### config.mk
export PLATFORM = sky130hd
export DESIGN_NAME = sram_like_bridge_flat
export DESIGN_NICKNAME = d
export VERILOG_FILES = /design/src/rtl/sram_like_bridge_if.sv /design/src/rtl/sram_like_bridge.sv /design/src/flat_wrapper.sv
export SDC_FILE = /design/constraint.sdc
export NUM_CORES = 1
export LEC_CHECK = 0
export BUFFER_PORTS_ARGS = -buffer_cell sky130_fd_sc_hd__buf_2
export CORE_AREA = 5 5 105 107
export CTS_BUF_LIST = sky130_fd_sc_hd__clkbuf_8
export CTS_CLUSTER_DIAMETER = 50
export DETAILED_ROUTE_END_ITERATION = 10
export DIE_AREA = 0 0 110 112
export PLACE_DENSITY_LB_ADDON = 0.3
export SLEW_MARGIN = 20
export SYNTH_ARGS = -nofsm -noshare
export SYNTH_HDL_FRONTEND = slang
export SYNTH_SLANG_ARGS = --single-unit
### constraint.sdc
create_clock -name clk -period 1.97 [get_ports clk]
set_input_delay 0.2955 -clock clk [delete_from_list [all_inputs] [get_ports clk]]
set_output_delay 0.2955 -clock clk [all_outputs]
set_load 0.05 [all_outputs]
### src/rtl/sram_like_bridge_if.sv
// rtl/sram_like_bridge_if.sv - channel-side and SRAM-side signal bundle of the sram-like bridge
interface sram_like_bridge_if #(
  parameter int NCH    = 2,
  parameter int DATA_W = 32
);
  localparam int NB = DATA_W / 8;

  logic [NCH-1:0]        ch_req;
  logic [NCH-1:0]        ch_wr;
  logic [2*NCH-1:0]      ch_size;
  logic [32*NCH-1:0]     ch_addr;
  logic [DATA_W*NCH-1:0] ch_wdata;
  logic [NCH-1:0]        ch_addr_ok;
  logic [NCH-1:0]        ch_data_ok;
  logic [NCH-1:0]        ch_err;
  logic [DATA_W-1:0]     ch_rdata;

  logic                  sram_en;
  logic [NB-1:0]         sram_wen;
  logic [31:0]           sram_addr;
  logic [DATA_W-1:0]     sram_wdata;
  logic [DATA_W-1:0]     sram_rdata;

  logic                  busy;

  // master: the request channels plus the SRAM macro behind the bridge
  modport master (
    output ch_req, ch_wr, ch_size, ch_addr, ch_wdata, sram_rdata,
    input  ch_addr_ok, ch_data_ok, ch_err, ch_rdata,
    input  sram_en, sram_wen, sram_addr, sram_wdata, busy
  );

  modport slave (
    input  ch_req, ch_wr, ch_size, ch_addr, ch_wdata, sram_rdata,
    output ch_addr_ok, ch_data_ok, ch_err, ch_rdata,
    output sram_en, sram_wen, sram_addr, sram_wdata, busy
  );
endinterface

### src/rtl/sram_like_bridge.sv
// rtl/sram_like_bridge.sv - round-robin arbiter of sram-like channels onto one fixed-latency SRAM port
// Optional misalignment trapping is enabled by defining SRAM_BRIDGE_ALIGN_CHK_EN.
module sram_like_bridge #(
  parameter int NCH    = 2,
  parameter int DATA_W = 32,
  parameter int RD_LAT = 1,
  parameter int DEPTH  = RD_LAT
) (
  input  logic              clk,
  input  logic              resetn,
  sram_like_bridge_if.slave bus
);
  localparam int NB = DATA_W / 8;
  localparam int OB = $clog2(NB);
  localparam int CW = $clog2(DEPTH + 1);
  localparam int PW = (NCH > 1) ? $clog2(NCH) : 1;

  logic [PW-1:0]     rr_q, rr_d;
  logic [CW-1:0]     cnt_q, cnt_d;
  logic [RD_LAT-1:0] vld_q;
  logic [RD_LAT-1:0] err_q;
  logic [PW-1:0]     id_q [RD_LAT];

  logic              gnt;
  logic [PW-1:0]     gnt_id;
  logic              done;
  logic              mis;
  logic              sel_wr;
  logic [1:0]        sel_size;
  logic [31:0]       sel_addr;
  logic [DATA_W-1:0] sel_wdata;
  logic [OB-1:0]     off;
  logic [NB-1:0]     base;
  logic [NB-1:0]     mask;

  // Comparing against the registered count keeps a retiring slot unusable until the next cycle.
  always_comb begin
    int idx;
    gnt    = 1'b0;
    gnt_id = '0;
    idx    = 0;
    if (resetn && (cnt_q < CW'(DEPTH))) begin
      for (int k = 0; k < NCH; k++) begin
        idx = (int'(rr_q) + k) % NCH;
        if (!gnt && bus.ch_req[idx]) begin
          gnt    = 1'b1;
          gnt_id = PW'(idx);
        end
      end
    end
  end

  always_comb begin
    rr_d = rr_q;
    if (gnt) begin
      rr_d = (int'(gnt_id) == NCH - 1) ? '0 : gnt_id + PW'(1);
    end
  end

  assign sel_wr    = bus.ch_wr[int'(gnt_id)];
  assign sel_size  = bus.ch_size[2*int'(gnt_id) +: 2];
  assign sel_addr  = bus.ch_addr[32*int'(gnt_id) +: 32];
  assign sel_wdata = bus.ch_wdata[DATA_W*int'(gnt_id) +: DATA_W];
  assign off       = sel_addr[OB-1:0];

  // A doubleword write has no lanes to land in on a 32-bit SRAM, so it writes nothing.
  always_comb begin
    base = '0;
    case (sel_size)
      2'd0:    base = NB'(1);
      2'd1:    base = NB'(3);
      2'd2:    base = NB'(15);
      default: base = (NB == 8) ? '1 : '0;
    endcase
    mask = base << off;
  end

`ifdef SRAM_BRIDGE_ALIGN_CHK_EN
  always_comb begin
    mis = 1'b0;
    case (sel_size)
      2'd1:    mis = sel_addr[0];
      2'd2:    mis = |sel_addr[1:0];
      2'd3:    mis = |sel_addr[2:0];
      default: mis = 1'b0;
    endcase
  end
`else
  assign mis = 1'b0;
`endif

  assign done = vld_q[RD_LAT-1];

  always_comb begin
    cnt_d = cnt_q + CW'(gnt) - CW'(done);
  end

  always_ff @(posedge clk or negedge resetn) begin
    if (!resetn) begin
      rr_q  <= '0;
      cnt_q <= '0;
      vld_q <= '0;
      err_q <= '0;
      for (int s = 0; s < RD_LAT; s++) begin
        id_q[s] <= '0;
      end
    end else begin
      rr_q     <= rr_d;
      cnt_q    <= cnt_d;
      vld_q[0] <= gnt;
      err_q[0] <= gnt && mis;
      id_q[0]  <= gnt_id;
      for (int s = 1; s < RD_LAT; s++) begin
        vld_q[s] <= vld_q[s-1];
        err_q[s] <= err_q[s-1];
        id_q[s]  <= id_q[s-1];
      end
    end
  end

  always_comb begin
    bus.ch_addr_ok = '0;
    bus.ch_data_ok = '0;
    bus.ch_err     = '0;
    if (gnt) begin
      bus.ch_addr_ok[gnt_id] = 1'b1;
    end
    if (done) begin
      bus.ch_data_ok[id_q[RD_LAT-1]] = 1'b1;
      bus.ch_err[id_q[RD_LAT-1]]     = err_q[RD_LAT-1];
    end
  end

  // A trapped access is acknowledged and retired, but never reaches the SRAM.
  assign bus.sram_en    = gnt && !mis;
  assign bus.sram_wen   = (gnt && sel_wr && !mis) ? mask : '0;
  assign bus.sram_addr  = {sel_addr[31:OB], {OB{1'b0}}};
  assign bus.sram_wdata = sel_wdata;
  assign bus.ch_rdata   = bus.sram_rdata;
  assign bus.busy       = (cnt_q != '0);

endmodule

### src/flat_wrapper.sv
// flat-port wrapper written by rule: the top's interface ports become plain ports
module sram_like_bridge_flat 
#(
  parameter int NCH    = 2,
  parameter int DATA_W = 32,
  parameter int RD_LAT = 1,
  parameter int DEPTH  = RD_LAT
)
  (clk, resetn, bus_ch_req, bus_ch_wr, bus_ch_size, bus_ch_addr, bus_ch_wdata, bus_sram_rdata, bus_ch_addr_ok, bus_ch_data_ok, bus_ch_err, bus_ch_rdata, bus_sram_en, bus_sram_wen, bus_sram_addr, bus_sram_wdata, bus_busy);
  sram_like_bridge_if #(.NCH(NCH), .DATA_W(DATA_W)) bus_i ();
  input  logic clk;
  input  logic resetn;
  input wire logic [$bits(bus_i.ch_req)-1:0] bus_ch_req;
  input wire logic [$bits(bus_i.ch_wr)-1:0] bus_ch_wr;
  input wire logic [$bits(bus_i.ch_size)-1:0] bus_ch_size;
  input wire logic [$bits(bus_i.ch_addr)-1:0] bus_ch_addr;
  input wire logic [$bits(bus_i.ch_wdata)-1:0] bus_ch_wdata;
  input wire logic [$bits(bus_i.sram_rdata)-1:0] bus_sram_rdata;
  output wire logic [$bits(bus_i.ch_addr_ok)-1:0] bus_ch_addr_ok;
  output wire logic [$bits(bus_i.ch_data_ok)-1:0] bus_ch_data_ok;
  output wire logic [$bits(bus_i.ch_err)-1:0] bus_ch_err;
  output wire logic [$bits(bus_i.ch_rdata)-1:0] bus_ch_rdata;
  output wire logic [$bits(bus_i.sram_en)-1:0] bus_sram_en;
  output wire logic [$bits(bus_i.sram_wen)-1:0] bus_sram_wen;
  output wire logic [$bits(bus_i.sram_addr)-1:0] bus_sram_addr;
  output wire logic [$bits(bus_i.sram_wdata)-1:0] bus_sram_wdata;
  output wire logic [$bits(bus_i.busy)-1:0] bus_busy;
  assign bus_i.ch_req = bus_ch_req;
  assign bus_i.ch_wr = bus_ch_wr;
  assign bus_i.ch_size = bus_ch_size;
  assign bus_i.ch_addr = bus_ch_addr;
  assign bus_i.ch_wdata = bus_ch_wdata;
  assign bus_i.sram_rdata = bus_sram_rdata;
  assign bus_ch_addr_ok = bus_i.ch_addr_ok;
  assign bus_ch_data_ok = bus_i.ch_data_ok;
  assign bus_ch_err = bus_i.ch_err;
  assign bus_ch_rdata = bus_i.ch_rdata;
  assign bus_sram_en = bus_i.sram_en;
  assign bus_sram_wen = bus_i.sram_wen;
  assign bus_sram_addr = bus_i.sram_addr;
  assign bus_sram_wdata = bus_i.sram_wdata;
  assign bus_busy = bus_i.busy;
  sram_like_bridge #(.NCH(NCH), .DATA_W(DATA_W), .RD_LAT(RD_LAT), .DEPTH(DEPTH)) u_core (.clk(clk), .resetn(resetn), .bus(bus_i));
endmodule
==> out/metrics.cfg, run 1 <==
[global_routing]
grt_pass1_wl_um=10700
grt_max_degree=48
gr-total-overflow=0
grt_pass1_vias=2405
grt_usage=0.106
antenna_found_initial=0

[setup_path]
rr_endpoint=u_core.rr_q$_DFFE_PN0P_
reg2reg_slack_ns=0.59
cp-start-kind=flop
worst-setup-path-type=reg2out
critPathMaxFanout=5
worst_ep_arrival_time_ns=2.07
r2r_cells=6
cp.required_ns=1.67
crit_path_end_kind=primary output
r2r-start=u_core.bus.busy$_DFF_PN0_

[finish]
nNetsFinal=650
final_common_cell=nand2_1
final_layout_size_suffix_gt1_frac=0.549
layout_common_cells=nand2_1 (187), buf_2 (142), buf_4 (42)
n_antenna_cell=0
area_delta_synth_final_pct=116
final_area_um2=3150

[logic_synthesis]
ys_seq_elements=4
yosysWarnings=0
synth_top_area_cell=nand2_1
synth_cells=286
syn_avg_cell_area_um2=5.10
synthDistinctLibCells=35
synth_area_leaders=nand2_1 (49%), buf_4 (20%), dfrtp_1 (6.9%)
yosysSeqAreaShare=0.0687
synth_top_area_frac=0.492
syn-cell-area_um2=1460

[timing]
period_minus_slack_ns=2.37
fmax_ghz=0.422
clock_skew_ns=0.00392
tns_ns=-2.17
slew_viol_final=0
finalCritPeriodShare=1.20
hold_violations=0
rsz0062_at_grt=true
fin_ws_ns=-0.398
final-setup-viol-count=26

[power]
p_leak_nw=1.86
switching_power_mw=1.46
power.density_nw_per_um2=799
peakVddDrop_mv=0.489
sw_frac_of_total=0.581
power_mw=2.52
seq_power_share=0.052
comb_power_share=0.877
cell_internal_pwr_mw=1.05
clock_power_share=0.070

[hold_path]
worst_hold_path.endpoint=u_core.bus.busy$_DFF_PN0_
hold_class=reg2reg
min-delay-start=u_core.done$_DFF_PN0_
min_path_cells=1

[clock_network]
clk_pin_slew_worst_paths_ns=0.03
clk_latency_ns=0.22
cts_buffers=3
cts_num_sinks=4
clockRootBuffer=clkbuf_8
cts_tree=yes
ctsLongestPathBuffers=2
h-tree-depth=1

[route]
post_drt_wl_per_cell_um=12.2
drc_errors=0
dr_total_vias=2391
ant_nets=0
vias_per_cell=3.90
routed_wl_um=7470
drt_iter0_drc=59
drtPass1Iterations=4

[floorplanning]
core-area_um2=10000
rows=37
die-area_um2=12300
start_util=0.145
die_x_um=110
die_h_um=112
ioPinCount=278

[placed_design]
gp_congestion=0.806
dp_hpwl_um=6060
postPlaceCellArea_um2=2600
port_buffers=209
dp_slack_ns=-0.478

[status]
violations=negative setup slack
outcome=finished with violations

[run]
maxCapViolCount=0

## power by group through the flow
stage,Combinational [mW],Sequential (mW),Clock [mW]
floorplan,1.45,0.171,0
global placement,1.86,0.131,0
detailed placement,1.88,0.133,0
CTS,2.08,0.133,0.183
global route,2.35,0.135,0.187
finish,2.21,0.131,0.177
## worst max-delay path, cell delays in order, from the launching register on
cell	delay [ns]
dfrtp_2	0.41
nor2b_4	0.14
nand3_4	0.12
mux2i_4	0.22
ha_4	0.30
nor2b_1	0.05
o22ai_1	0.08
nor3b_2	0.25
o32ai_4	0.11
buf_6	0.17
## timing repair
item,in CTS,in global routing
pin swaps,5,0
hold endpoints to repair,4,0
buffers inserted,3,2
cloned,0,1
hold buffers,1,0
endpoints found under the setup margin,67,67
gates resized for setup,75,83
## sequential cells by signal (all words and copies together), names as in the netlist
register,cells
u_core.bus.busy,1
u_core.rr_q,1
u_core.done,1
u_core.id_q,1
## Yosys cell counts
library cell  instances
nand2_1             191
buf_4                38
buf_2                10
dfrtp_1               4
inv_1                 4
nor2_1                3
nor2b_1               3
nor3_1                3
and2_1                2
clkbuf_1              2
ha_1                  2
a21boi_0              1
a21boi_1              1
a31oi_2               1
a41oi_1               1
and2b_1               1
and3_1                1
and4b_1               1
conb_1                1
inv_2                 1
mux2i_1               1
nand2b_1              1
nand3_2               1
nand3b_1              1
nand4_1               1
nor2b_4               1
nor3b_1               1
nor4_1                1
nor4b_1               1
o21a_1                1
o21ai_2               1
o22ai_1               1
o32ai_1               1
o32ai_2               1
xnor2_1               1
## cells by family after synthesis
family	synth area share
xor gates and xnor gates	0.00601
AOI/OAI and AO/OA	0.0575
and+or+nand+nor	0.593
other	0.00257
buffers and inverters	0.248
adders and majority gates	0.0172
DFF	0.0687
muxes	0.00687
## metal layers
metal / vias up / part of all wire / GRT usage
met5: - / 0 / 0
met4: 0 / 0.018 / 0.0316
met3: 18 / 0.10 / 0.0162
met2: 137 / 0.53 / 0.215
met1: 1019 / 0.35 / 0.107
li1: 1217 / - / -
## worst max path at each step
stage                              startpoint               to  slack, ns  cells after the start
floorplan           u_core.bus.busy$_DFF_PN0_  bus_sram_wen[3]      -0.42                      7
global placement      u_core.rr_q$_DFFE_PN0P_  bus_sram_wen[2]      -0.41                      9
CTS                 u_core.bus.busy$_DFF_PN0_  bus_sram_wen[2]      -0.42                      9
finish              u_core.bus.busy$_DFF_PN0_  bus_sram_wen[2]      -0.40                      9
detailed placement    u_core.rr_q$_DFFE_PN0P_  bus_sram_wen[2]      -0.48                      9
global route        u_core.bus.busy$_DFF_PN0_  bus_sram_wen[2]      -0.51                      9
## metrics by stage
| step | cells | util | hold slack, ns |
|---|---|---|---|
| after detailed placement | 603 | 0.259 | 0.212 |
| final | 613 | 0.313 | 0.474 |
| after global routing | 613 | 0.313 | 0.495 |
| after global placement | 603 | 0.259 | 0.204 |
| after floorplan | 289 | - | -0.0000911 |
| after CTS | 610 | 0.294 | 0.478 |
## cell type report
cell class              count  area, µm²
fillers                  1091       6900
repair buffers            234       1630
multi-input cells         230       1180
well taps                 136        170
flip-flops and latches      4        101
clock buffers               3       41.3
inverters                   5       21.3
clock inverters             1       3.75
No activity file was read; power rests on OpenSTA's default activity.
==> run 2: changes to the inputs <==
--- a/config.mk
+++ b/config.mk
@@ -11,7 +11,8 @@
 export CTS_CLUSTER_DIAMETER = 50
 export DETAILED_ROUTE_END_ITERATION = 10
 export DIE_AREA = 0 0 110 112
-export PLACE_DENSITY_LB_ADDON = 0.3
+export HOLD_SLACK_MARGIN = 0.1
+export PLACE_DENSITY = 0.63
 export SLEW_MARGIN = 20
 export SYNTH_ARGS = -nofsm -noshare
 export SYNTH_HDL_FRONTEND = slang
==> out/metrics.cfg, run 2 (same netlist as run 1, synthesis figures left out) <==
[global_routing]
grt_max_degree=38
grt_pass1_wl_um=10600
antenna_found_initial=0
grt_pass1_vias=2360
grt_usage=0.104
gr-total-overflow=0

[route]
dr_total_vias=2380
routed_wl_um=7390
drc_errors=0
drt_iter0_drc=72
drtPass1Iterations=4
post_drt_wl_per_cell_um=12.0
vias_per_cell=3.87
ant_nets=0

[setup_path]
worst_ep_arrival_time_ns=2.08
worst-setup-path-type=reg2out
reg2reg_slack_ns=0.59
r2r_cells=6
crit_path_end_kind=primary output
cp-start-kind=flop
critPathMaxFanout=5
r2r-start=u_core.bus.busy$_DFF_PN0_
path_cells=nor2b_4 -> nand3_4 -> mux2i_4 -> ha_4 -> nor2b_1 -> o22ai_1 -> nor3b_2 -> o32ai_4 -> buf_6
cp.required_ns=1.67
rr_endpoint=u_core.rr_q$_DFFE_PN0P_
cpMaxStageDelayCell=dfrtp_2
critPathLaunch=u_core.bus.busy$_DFF_PN0_
slowest_delay_ns=0.41

[finish]
final_common_cell=nand2_1
multi_input_area_um2=1170
final_area_um2=3160
area_delta_synth_final_pct=117
seq_area_um2=101
fillers=1085
utilization=0.315
nNetsFinal=652
final_layout_size_suffix_gt1_frac=0.545
n_antenna_cell=0
layout_common_cells=nand2_1 (189), buf_2 (143), buf_6 (44)

[clock_network]
cts_num_sinks=4
ctsLongestPathBuffers=2
cts_buffers=3
clk_latency_ns=0.22
clk_pin_slew_worst_paths_ns=0.04
clockRootBuffer=clkbuf_8
cts_tree=yes
h-tree-depth=1

[hold_path]
hold_class=reg2reg
min_path_cells=1
min-delay-start=u_core.done$_DFF_PN0_
worst_hold_path.endpoint=u_core.bus.busy$_DFF_PN0_

[timing]
hold_violations=0
rsz0062_at_grt=true
fin_ws_ns=-0.405
period_minus_slack_ns=2.38
finalCritPeriodShare=1.21
clock_skew_ns=0.00545
final-setup-viol-count=39
fmax_ghz=0.421
slew_viol_final=0

[floorplanning]
start_util=0.145
die-area_um2=12300
ioPinCount=278
die_x_um=110
rows=37
die_h_um=112
core-area_um2=10000

[placed_design]
port_buffers=209
gp_congestion=0.838
dp_hpwl_um=5610
dp_slack_ns=-0.436
postPlaceCellArea_um2=2580

[run]
maxCapViolCount=0

[power]
peakVddDrop_mv=0.507
p_leak_nw=1.87
power.density_nw_per_um2=793

[status]
outcome=finished with violations
violations=negative setup slack

## run 2: cell count changes in the layout (fill, tap and decap cells not counted)
cell and change:
buf_4 -15, buf_6 +11, clkbuf_4 +7, buf_12 -2, nand2_1 +2, nand2_2 -2, and2b_1 +1, and2b_2 -1
buf_2 +1, nor4b_2 +1, nor4b_4 -1
## run 2: layer usage
layer / routed length [µm] / share of wire / GRT usage
met2: 3880 / 0.53 / 0.199
met4: 114 / 0.015 / 0.0316
met5: 0 / 0 / 0
met1: 2560 / 0.35 / 0.109
met3: 828 / 0.11 / 0.0255
## run 2: area by class of cell
| cell class | count | area share |
|---|---|---|
| well taps | 136 | 0.0538 |
| clock buffers | 3 | 0.0131 |
| inverters | 5 | 0.00672 |
| repair buffers | 236 | 0.524 |
| flip-flops and latches | 4 | 0.0320 |
| multi-input cells | 230 | 0.369 |
| clock inverters | 1 | 0.00119 |
## run 2: where the power goes
part / leakage, nW / internal [mW] / switching [mW]
Sequential: 0.0483 / 0.112 / 0.0197
Clock: 0.0269 / 0.133 / 0.0466
Combinational: 1.79 / 0.804 / 1.39
## run 2: critical path, delay by kind of cell, from the launching register on
kind	cells	cell delay, ns
AO/OA/AOI/OAI	2	0.21
flip-flops	1	0.41
buffers and inverters	1	0.17
AND/OR/NAND/NOR	4	0.56
adder cells (fa/ha/maj)	1	0.29
multiplexers	1	0.22
## run 2: timing repair
item | 4_1_cts | 5_1_grt
pin swaps | 7 | 0
endpoints found under the hold margin | 4 | 0
setup endpoints to repair | 66 | 67
hold buffers | 1 | 0
setup buffers | 6 | 1
gates resized for setup | 100 | 46
cloned | 0 | 1
## run 2: worst max-delay path by stage
stage / to / slack (ns) / depth (start not counted)
floorplan: bus_sram_wen[3] / -0.42 / 7
global placement: bus_sram_wen[2] / -0.39 / 10
detailed placement: bus_sram_wen[2] / -0.44 / 10
CTS: bus_sram_wen[2] / -0.41 / 9
global route: bus_sram_wen[2] / -0.56 / 9
finish: bus_sram_wen[2] / -0.41 / 9
## run 2: through the flow
stage,instances,hold WS [ns],TNS (ns),power (mW)
finish,615,0.505,-2.22,2.51
global route,615,0.534,-7.07,2.66
CTS,613,0.517,-3.91,2.43
detailed placement,604,0.210,-10.73,1.96
global placement,604,0.213,-9.87,1.96
floorplan,289,-0.0000911,-1.38,1.62
